==> src/rtl/serial_arbiter.sv <==
// rtl/serial_arbiter.sv - round-robin, frame-locked arbiter sharing one serial byte transmitter
// Grant is held from the first byte of a frame until its last byte transfers.
module serial_arbiter #(
   parameter int N = 2
) (
   input  logic           clk,
   input  logic           rst,
   input  logic [N-1:0]   req_stb,
   input  logic [8*N-1:0] req_dat,
   input  logic [N-1:0]   req_lst,
   output logic [N-1:0]   req_rdy,
   output logic           stb,
   output logic [7:0]     dat,
   input  logic           rdy,
   output logic [N-1:0]   grt
);

   localparam int PW = (N > 1) ? $clog2(N) : 1;

   typedef enum logic {IDLE, BUSY} state_t;

   state_t        state;
   logic [PW-1:0] ptr;
   logic [PW-1:0] gidx;
   logic [PW-1:0] sel;
   logic          found;
   logic          busy;
   logic          last_xfer;

   function automatic logic [PW-1:0] wrap_add(input logic [PW-1:0] a, input int b);
      int s;
      s = int'(a) + b;
      if (s >= N) s = s - N;
      return s[PW-1:0];
   endfunction

   // First requesting index at or after ptr, wrapping modulo N.
   always_comb begin
      sel   = ptr;
      found = 1'b0;
      for (int k = 0; k < N; k++) begin
         if (!found && req_stb[wrap_add(ptr, k)]) begin
            sel   = wrap_add(ptr, k);
            found = 1'b1;
         end
      end
   end

   assign busy      = (state == BUSY);
   assign stb       = busy & req_stb[gidx];
   assign dat       = busy ? req_dat[8*gidx +: 8] : 8'h00;
   assign req_rdy   = grt & {N{rdy}};
   assign last_xfer = req_stb[gidx] & rdy & req_lst[gidx];

   always_ff @(posedge clk) begin
      if (rst) begin
         state <= IDLE;
         ptr   <= '0;
         gidx  <= '0;
         grt   <= '0;
      end else begin
         case (state)
            IDLE: begin
               if (found) begin
                  state <= BUSY;
                  gidx  <= sel;
                  grt   <= {{(N-1){1'b0}}, 1'b1} << sel;
               end
            end
            BUSY: begin
               if (last_xfer) begin
                  state <= IDLE;
                  ptr   <= wrap_add(gidx, 1);
                  grt   <= '0;
               end
            end
         endcase
      end
   end

endmodule
==> config.mk <==
export PLATFORM = sky130hd
export DESIGN_NAME = serial_arbiter
export DESIGN_NICKNAME = d
export VERILOG_FILES = /design/src/rtl/serial_arbiter.sv
export SDC_FILE = /design/constraint.sdc
export NUM_CORES = 1
export LEC_CHECK = 0
export CAP_MARGIN = 25
export CORE_AREA = 2 2 39 41
export DETAILED_ROUTE_END_ITERATION = 7
export DIE_AREA = 0 0 41 43
export HOLD_SLACK_MARGIN = 0.02
export PLACE_DENSITY_LB_ADDON = 0.25
export SETUP_SLACK_MARGIN = 0.5
export SLEW_MARGIN = 10
export SYNTH_ARGS = -nofsm -noshare
export SYNTH_HDL_FRONTEND = slang
export SYNTH_SLANG_ARGS = --single-unit
export TNS_END_PERCENT = 100
==> constraint.sdc <==
create_clock -name clk -period 3.5 [get_ports clk]
set_input_delay 0.875 -clock clk [delete_from_list [all_inputs] [get_ports clk]]
set_output_delay 0.875 -clock clk [all_outputs]
set_load 0.02 [all_outputs]
## Yosys cells after proc, flatten, opt, wreduce, memory -nomap -nowiden

Index checks and enable logic that the tools add are counted.

| word-level totals | value |
|---|---|
| logic and storage cells | 51 |
| bits in registers | 5 |
| output and inout port bits | 13 |
| input port bits | 23 |

| cells by class | value |
|---|---|
| equality and inequality tests | 2 |
| shift operators | 2 |
| $add $sub $neg | 5 |
| bitwise logic cells | 5 |
| mux-type cells | 22 |
| magnitude comparators | 6 |
| reduce and logical (&&, ||, !) cells | 5 |

Operators by type and width:

| cell | number |
|---|---|
| $mux 1 | 17 |
| $shiftx 16x5->8 | 1 |
| $mux 8 | 1 |
| $lt 1x2->1 const B | 3 |
| $reduce_and 2->1 | 3 |
| $add 1x1->2 const B | 2 |
| $ge 2x2->1 const B | 2 |
| $mux 2 | 2 |
| $pmux 2 s2 | 1 |
| $and 1x1->1 | 3 |
| $sub 1x1->1 const B | 3 |
| $and 2x2->2 | 1 |
| $ge 1x2->1 const B | 1 |
| $ne 2x1->1 const B | 1 |
| $ne 2x2->1 const B | 1 |
| $pmux 1 s2 | 1 |
| $shl 1x1->2 const A | 1 |
| $logic_and 1x1->1 | 1 |
| $logic_not 1->1 | 1 |
| $not 1->1 | 1 |

## Longest topological paths before layout

Gate-level depths: netlist (run 1).

| logic depth | value |
|---|---|
| depth after elaboration | 11 |
| depth in mapped cells | 4 |
| gate-level depth less buffers | 3 |

## Worst setup path after synthesis (run 1)

OpenSTA, ideal clock, no wires.

| path | value |
|---|---|
| kind | input to output |
| start point | in req_stb[1] |
| end point | out stb |
| arrival | 1.254 ns |
| setup slack | 1.371 ns |
| path buffers | 0 |
| stages on the path | 2 |
| data required time | 2.625 ns |
| cell sequence | mux2i_1 > nor2b_1 |

| between the ends | value |
|---|---|
| longest elaborated chain between the ends | 3 |

Ends and longest elaborated chain:

| item | line | RTL |
|---|---|---|
| from (decl) | 8 | `input logic [N-1:0] req_stb,` |
| $mux 1 (implied by the code) (2 in series) | 50 | `assign stb = busy & req_stb[gidx];` |
| $and 1x1->1 | 50 |  |
| to (decl) | 12 | `output logic stb,` |

No other way between the ends. The select of a mux whose other input is x is not followed.

## Worst setup path after layout (run 1)

| path | value |
|---|---|
| start point | in rdy |
| end point | out req_rdy[1] |

| between the ends | value |
|---|---|
| longest elaborated chain between the ends | 1 |

Ends and longest elaborated chain:

| item | line | RTL |
|---|---|---|
| from (decl) | 14 | `input logic rdy,` |
| $and 2x2->2 | 52 | `assign req_rdy = grt & {N{rdy}};` |
| to (decl) | 11 | `output logic [N-1:0] req_rdy,` |

No other way between the ends.

==> results of run 1 <==
-- metal layers --
layer  global-route usage, %  up-vias
li1                        -      237
met1                    13.3      197
met2                    26.9       13
met3                    6.28        0
met4                    8.00        0
met5                       0        -
-- final timing paths --
| kind | end | from | cells past startpoint | slack, ns |
|---|---|---|---|---|
| hold / removal | grt[1]$_SDFFE_PP0P_ | grt[1]$_SDFFE_PP0P_ | 2 | 0.47 |
| setup / recovery | req_rdy[1] | rdy | 3 | 0.55 |
| hold reg to reg | grt[1]$_SDFFE_PP0P_ | grt[1]$_SDFFE_PP0P_ | 2 | 0.47 |
| setup reg to reg | ptr$_SDFFE_PP0P_ | gidx$_SDFFE_PP0P_ | 3 | 1.75 |
-- sequential cells by signal, indices dropped and copies added (netlist names) --
name  flops
grt       2
busy      1
ptr       1
gidx      1
-- layout by cell type (no fill, tap or decap), types with 2 or more instances in the layout --
| master | n |
|---|---|
| sky130_fd_sc_hd__clkdlybuf4s50_1 | 26 |
| sky130_fd_sc_hd__mux2i_1 | 10 |
| sky130_fd_sc_hd__nor2b_1 | 10 |
| sky130_fd_sc_hd__dlygate4sd2_1 | 9 |
| sky130_fd_sc_hd__dfxtp_1 | 5 |
| sky130_fd_sc_hd__clkbuf_4 | 3 |
| sky130_fd_sc_hd__and2_1 | 2 |
| sky130_fd_sc_hd__nand2_1 | 2 |
| sky130_fd_sc_hd__nand3b_1 | 2 |
| sky130_fd_sc_hd__nand2b_1 | 2 |
| sky130_fd_sc_hd__nor2_1 | 2 |
| sky130_fd_sc_hd__nor3_1 | 2 |
-- cells by family after synthesis --
group	after synthesis	synth area share (%)
compound gates	3	5.28
buf+inv	2	2.17
flops	5	24.8
mux	11	28.6
simple gates	25	39.1
-- per-stage QoR --
step                      util (%)  area, um^2  std cells
final                         56.4         781         99
after global routing          56.4         781         99
after CTS                     56.4         781         99
after detailed placement      55.2         764         95
after global placement        55.2         764         95
after floorplan                  -         403         46
-- power by group through the flow --
stage,clock (mW),sequential [mW],combinational [mW]
finish,0.0681,0.0704,0.0827
global route,0.0797,0.0716,0.0881
CTS,0.0713,0.0706,0.0836
detailed placement,0,0.0717,0.0895
global placement,0,0.0715,0.0875
floorplan,0,0.0670,0.0425
-- final cells by class --
class / instances / area, um^2 / area share, %
repair buffers: 35 / 339 / 43.4
flip-flops and latches: 5 / 100 / 12.8
clock inverters: 1 / 5.00 / 0.641
clock buffers: 3 / 22.5 / 2.88
well taps: 16 / 20.0 / 2.56
multi-input cells: 39 / 294 / 37.7
-- worst register-to-register path, delay by kind of cell, from the launching register on --
kind,cells,cell delay (ns)
multiplexers,2,0.52
flip-flops,1,0.73
AND/OR/NAND/NOR,1,0.39
==> results.cfg, run 1 <==
[clock_network]
worstSkewPairLatency_ns = 0.25
cts_made_buffers = 3
clock-sinks = 5
postCtsResizedCells = 9
postCtsSetupBuffers = 0
cts_tree = done
h_tree_depth = 1
cts.clk_slew.worst_paths_ns = 0.04
clk_root_buffer_cell = sky130_fd_sc_hd__clkbuf_4
cts_hold_buf = 0
clockBufferDepth = 2

[logic_synthesis]
synth_sequential_area_ratio_pct = 24.8
avgSynthCellArea_um2 = 8.76
synth.largest_area_cell = sky130_fd_sc_hd__dfxtp_1
ys_seq_elements = 5
ys_warn_count = 0
synthCells = 46
yosysUniqueCellTypes = 18
yosys.area.top_type_share_pct = 24.8
syn_nets = 69
ys_top_cells_by_count = 10 x sky130_fd_sc_hd__mux2i_1, 10 x sky130_fd_sc_hd__nor2b_1, 5 x sky130_fd_sc_hd__dfxtp_1
syn-cell-area_um2 = 403
fraction_of_synthesis_flops_using_an_asynchronous_set_or_reset_pin_pct = 0
top_flip_flop_cell_by_instance_count_after_synthesis = sky130_fd_sc_hd__dfxtp_1
synth-edff-count = 0
synth_top_cells_by_area = sky130_fd_sc_hd__dfxtp_1 25%, sky130_fd_sc_hd__mux2i_1 25%, sky130_fd_sc_hd__nor2b_1 16%

[cells_and_area]
antenna_cells = 0
finish.net_count = 107
post_route_cells_drive_above_1_share_pct = 7.23
final.fill_count = 140
synthToLayoutAreaGrowth_pct = 93.8

[power]
total_power_mw = 0.221
pwr-share-clk_pct = 30.8
power.share.combinational_pct = 37.4
cellPowerDensity_mw_per_mm2 = 283
power_frac_seq_pct = 31.8
power.share.switching_pct = 30.6
p_switching_mw = 0.0678
leakage_power_of_the_design_nw = 0.326
power.internal_mw = 0.153
ir_worst_vdd_uv = 189

[floorplan]
chipWidth_um = 41
ios = 36
core_area_mm2 = 0.00138
dieHeight_um = 43
num_rows = 14
initial_core_utilization_pct = 29.1
die-area_mm2 = 0.00176

[detailed_routing]
top_signal_layer_used = met3
routed-wl-met3_um = 59
detail_route.wl_per_cell_um = 11.8
wl_met2_um = 666
drt-pass1-iter-count = 3
wl_mm = 1.17
remaining_drc_errors = 0
routedLengthMet1_um = 443
total_number_of_vias = 447
initial_detailed_routing_violation_count = 6
postRouteAntennaNets = 0
route.detailed.vias_per_inst = 4.52

[sta]
layout_setup_ws_ns = 0.549
fin_crit_ns = 2.95
grt_setup_unrepaired = false
hold-worst-slack_ns = 0.467
fmaxAchievable_ghz = 0.339
totalNegativeSetupSlack_ns = 0
drv_slew = 0
finClkSkew_ns = 0.0120
hold_violations = 0
worst-slew-pin-transition_ns = 0.641
finalCritPeriodShare_pct = 84.3
slew_headroom_pct = 57.2
setup_violations = 0

[outcome]
status = complete, no violations

[critical_path]
critPathRequiredTime_ns = 2.62
timing.critical_path.buf_inv = 2
cp_data_arrival_time_ns = 2.08
slowest_delay_ns = 0.59
critPathKind = in -> out
critical_path.max_fanout = 3
worstPathCellList = clkdlybuf4s50_1, and2_1, clkdlybuf4s50_1
critPathSlowestCell = sky130_fd_sc_hd__clkdlybuf4s50_1
cp_common_cell = sky130_fd_sc_hd__clkdlybuf4s50_1
setup.worst_path.end_class = primary output
critPathTopFamily = buffers and inverters
cp-start-kind = input pin

[global_routing]
antenna_found_initial = 0
grt_overflow = 0
first_global_vias = 429
grt_start_max_net_pins = 15
global_route.usage.total_pct = 15.2
grt_first_pass_wirelength_mm = 1.73

[flow_run]
max_cap_viol_count = 0

[hold_path]
hold_path.class = reg -> reg

[placement]
buffer_ports.inserted = 35
dp_hpwl_um = 949
dp_slack_ns = 0.344
place_congestion = 0.630
No activity file was read; power rests on OpenSTA's default activity.
==> run 2, diff against run 1 <==
--- a/config.mk
+++ b/config.mk
@@ -6,9 +6,9 @@
 export NUM_CORES = 1
 export LEC_CHECK = 0
 export CAP_MARGIN = 25
-export CORE_AREA = 2 2 39 41
+export CORE_MARGIN = 2
+export CORE_UTILIZATION = 29
 export DETAILED_ROUTE_END_ITERATION = 7
-export DIE_AREA = 0 0 41 43
 export HOLD_SLACK_MARGIN = 0.02
 export PLACE_DENSITY_LB_ADDON = 0.25
 export SETUP_SLACK_MARGIN = 0.5
==> constraint.sdc (replaced) <==
create_clock -name clk -period 3 [get_ports clk]
set_input_delay 0.75 -clock clk [delete_from_list [all_inputs] [get_ports clk]]
set_output_delay 0.75 -clock clk [all_outputs]
set_load 0.02 [all_outputs]
==> run 2 against run 1 <==
Sequential cell count unchanged; sequential power is 11% higher; total power rose by 19%; routed wire length rose by 0.68%; die area decreased by 3.4%; register-to-register slack got worse by 0.25 ns; clock power grew 19%; count of clock-buffer cells in the layout grew 1; core utilization rose by 4.5 points; critical path type unchanged.
==> results.cfg, run 2 (synthesized netlist as in run 1, its figures left out) <==
[outcome]
status = complete, no violations

[power]
pwr-share-clk_pct = 30.8
ir_worst_vdd_uv = 173
power.share.combinational_pct = 39.4
power_frac_seq_pct = 29.7
p_switching_mw = 0.0791
power.internal_mw = 0.183
cellPowerDensity_mw_per_mm2 = 331
total_power_mw = 0.262
power.share.switching_pct = 30.1
leakage_power_of_the_design_nw = 0.326

[global_routing]
global_route.usage.total_pct = 15.5
grt_start_max_net_pins = 15
first_global_vias = 421
antenna_found_initial = 0
grt_overflow = 0
grt_first_pass_wirelength_mm = 1.67

[clock_network]
clk_root_buffer_cell = sky130_fd_sc_hd__clkbuf_4
h_tree_depth = 1
clock-sinks = 5
cts.clk_slew.worst_paths_ns = 0.05
cts_made_buffers = 3
clockBufferDepth = 2
worstSkewPairLatency_ns = 0.25
cts_tree = done

[critical_path]
setup.worst_path.end_class = primary output
worstPathCellList = clkdlybuf4s50_1, mux2i_1, nor2b_1, dlygate4sd2_1
rr_endpoint = ptr$_SDFFE_PP0P_
slowest_delay_ns = 0.45
critical_path.max_fanout = 1
cp-start-kind = input pin
critPathSlowestCell = sky130_fd_sc_hd__clkdlybuf4s50_1
ff2ff_setup_slack_ns = 1.50
critPathKind = in -> out
rr_startpoint = gidx$_SDFFE_PP0P_
r2r.worst_path.cells = 4
cp_data_arrival_time_ns = 1.71
critPathRequiredTime_ns = 2.25

[detailed_routing]
total_number_of_vias = 465
initial_detailed_routing_violation_count = 4
drt-pass1-iter-count = 4
wl_mm = 1.18
detail_route.wl_per_cell_um = 11.7
remaining_drc_errors = 0
route.detailed.vias_per_inst = 4.60
postRouteAntennaNets = 0

[sta]
slew_headroom_pct = 74.5
worst-slew-pin-transition_ns = 0.382
fmaxAchievable_ghz = 0.407
fin_crit_ns = 2.46
drv_slew = 0
grt_setup_unrepaired = false
layout_setup_ws_ns = 0.544
finClkSkew_ns = 0.00129
totalNegativeSetupSlack_ns = 0
finalCritPeriodShare_pct = 81.9
setup_violations = 0
hold_violations = 0

[floorplan]
die-area_mm2 = 0.00170
chipWidth_um = 41.3
initial_core_utilization_pct = 31.0
num_rows = 13
ios = 36
core_area_mm2 = 0.00130
dieHeight_um = 41.3

[placement]
dp_hpwl_um = 948
buffer_ports.inserted = 35
place_congestion = 0.740
placedCellCount = 97
placed_cell_area_um2 = 786
dp_slack_ns = 0.173

[cells_and_area]
area.sequential_um2 = 100
commonest_cells_after_routing_fill_and_taps_aside = 24 x sky130_fd_sc_hd__clkdlybuf4s50_1, 10 x sky130_fd_sc_hd__mux2i_1, 10 x sky130_fd_sc_hd__nor2b_1, 5 x sky130_fd_sc_hd__dfxtp_1, 5 x sky130_fd_sc_hd__clkdlybuf4s15_1
finish.net_count = 110
largest_reg_flops = 2
multi_input_comb_area_um2 = 294
post_route_cells_drive_above_1_share_pct = 12.8
largest_register = grt
antenna_cells = 0
final.fill_count = 143
layoutNonFillerInstCount = 101
layout.cells.most_common = sky130_fd_sc_hd__clkdlybuf4s50_1
post_layout_inst_area_um2 = 793
synthToLayoutAreaGrowth_pct = 96.9

[hold_path]
min-delay-start = grt[1]$_SDFFE_PP0P_
hold_path.class = reg -> reg
timing.hold.worst_endpoint = grt[1]$_SDFFE_PP0P_
holdPathStages = 2

[flow_run]
max_cap_viol_count = 0
## run 2: worst max path at each step
stage,slack [ns],startpoint,end
6_report,0.54,req_dat[8],dat[0]
5_1_grt,0.50,rdy,req_rdy[0]
4_1_cts,0.45,req_stb[1],stb
3_5_place_dp,0.17,req_stb[1],stb
3_3_place_gp,0.20,req_stb[1],stb
2_1_floorplan,1.12,req_stb[1],stb
## run 2: power by group through the flow
| stage | combinational [mW] | sequential [mW] | clock (mW) |
|---|---|---|---|
| floorplan | 0.0496 | 0.0781 | 0 |
| global placement | 0.110 | 0.0787 | 0 |
| detailed placement | 0.112 | 0.0789 | 0 |
| CTS | 0.104 | 0.0777 | 0.0829 |
| global route | 0.112 | 0.0785 | 0.0870 |
| finish | 0.104 | 0.0780 | 0.0809 |
## run 2: timing repair
item / CTS / global route
hold endpoints to repair: 0 / 0
hold buffers: 0 / 0
resized for setup: 11 / 11
setup endpoints to repair: 11 / 8
buffers inserted: 0 / 0
## run 2: per-stage QoR
step	util (%)	hold WS, ns
6_report	61.0	0.473
5_1_grt	61.0	0.512
4_1_cts	61.3	0.476
3_5_place_dp	60.4	0.470
3_3_place_gp	60.4	0.466
2_1_floorplan	-	0.540
## run 2: layout make-up
type | count | area share [%]
Clock buffer | 4 | 3.31
Tap cell | 15 | 2.37
Sequential cell | 5 | 12.6
Timing Repair Buffer | 38 | 44.6
Multi-Input combinational cell | 39 | 37.1
## run 2: routing by layer
metal	global-route usage [%]	vias up	routed length [um]
met5	0	-	0
met4	12.1	0	27
met3	1.63	4	78
met1	16.8	200	483
met2	27.0	18	589
li1	-	243	-
## run 2: critical path, delay by kind of cell
kind                   cells  cell delay, ns
multiplexers               1            0.06
AND/OR/NAND/NOR            1            0.10
buffers and inverters      2            0.79
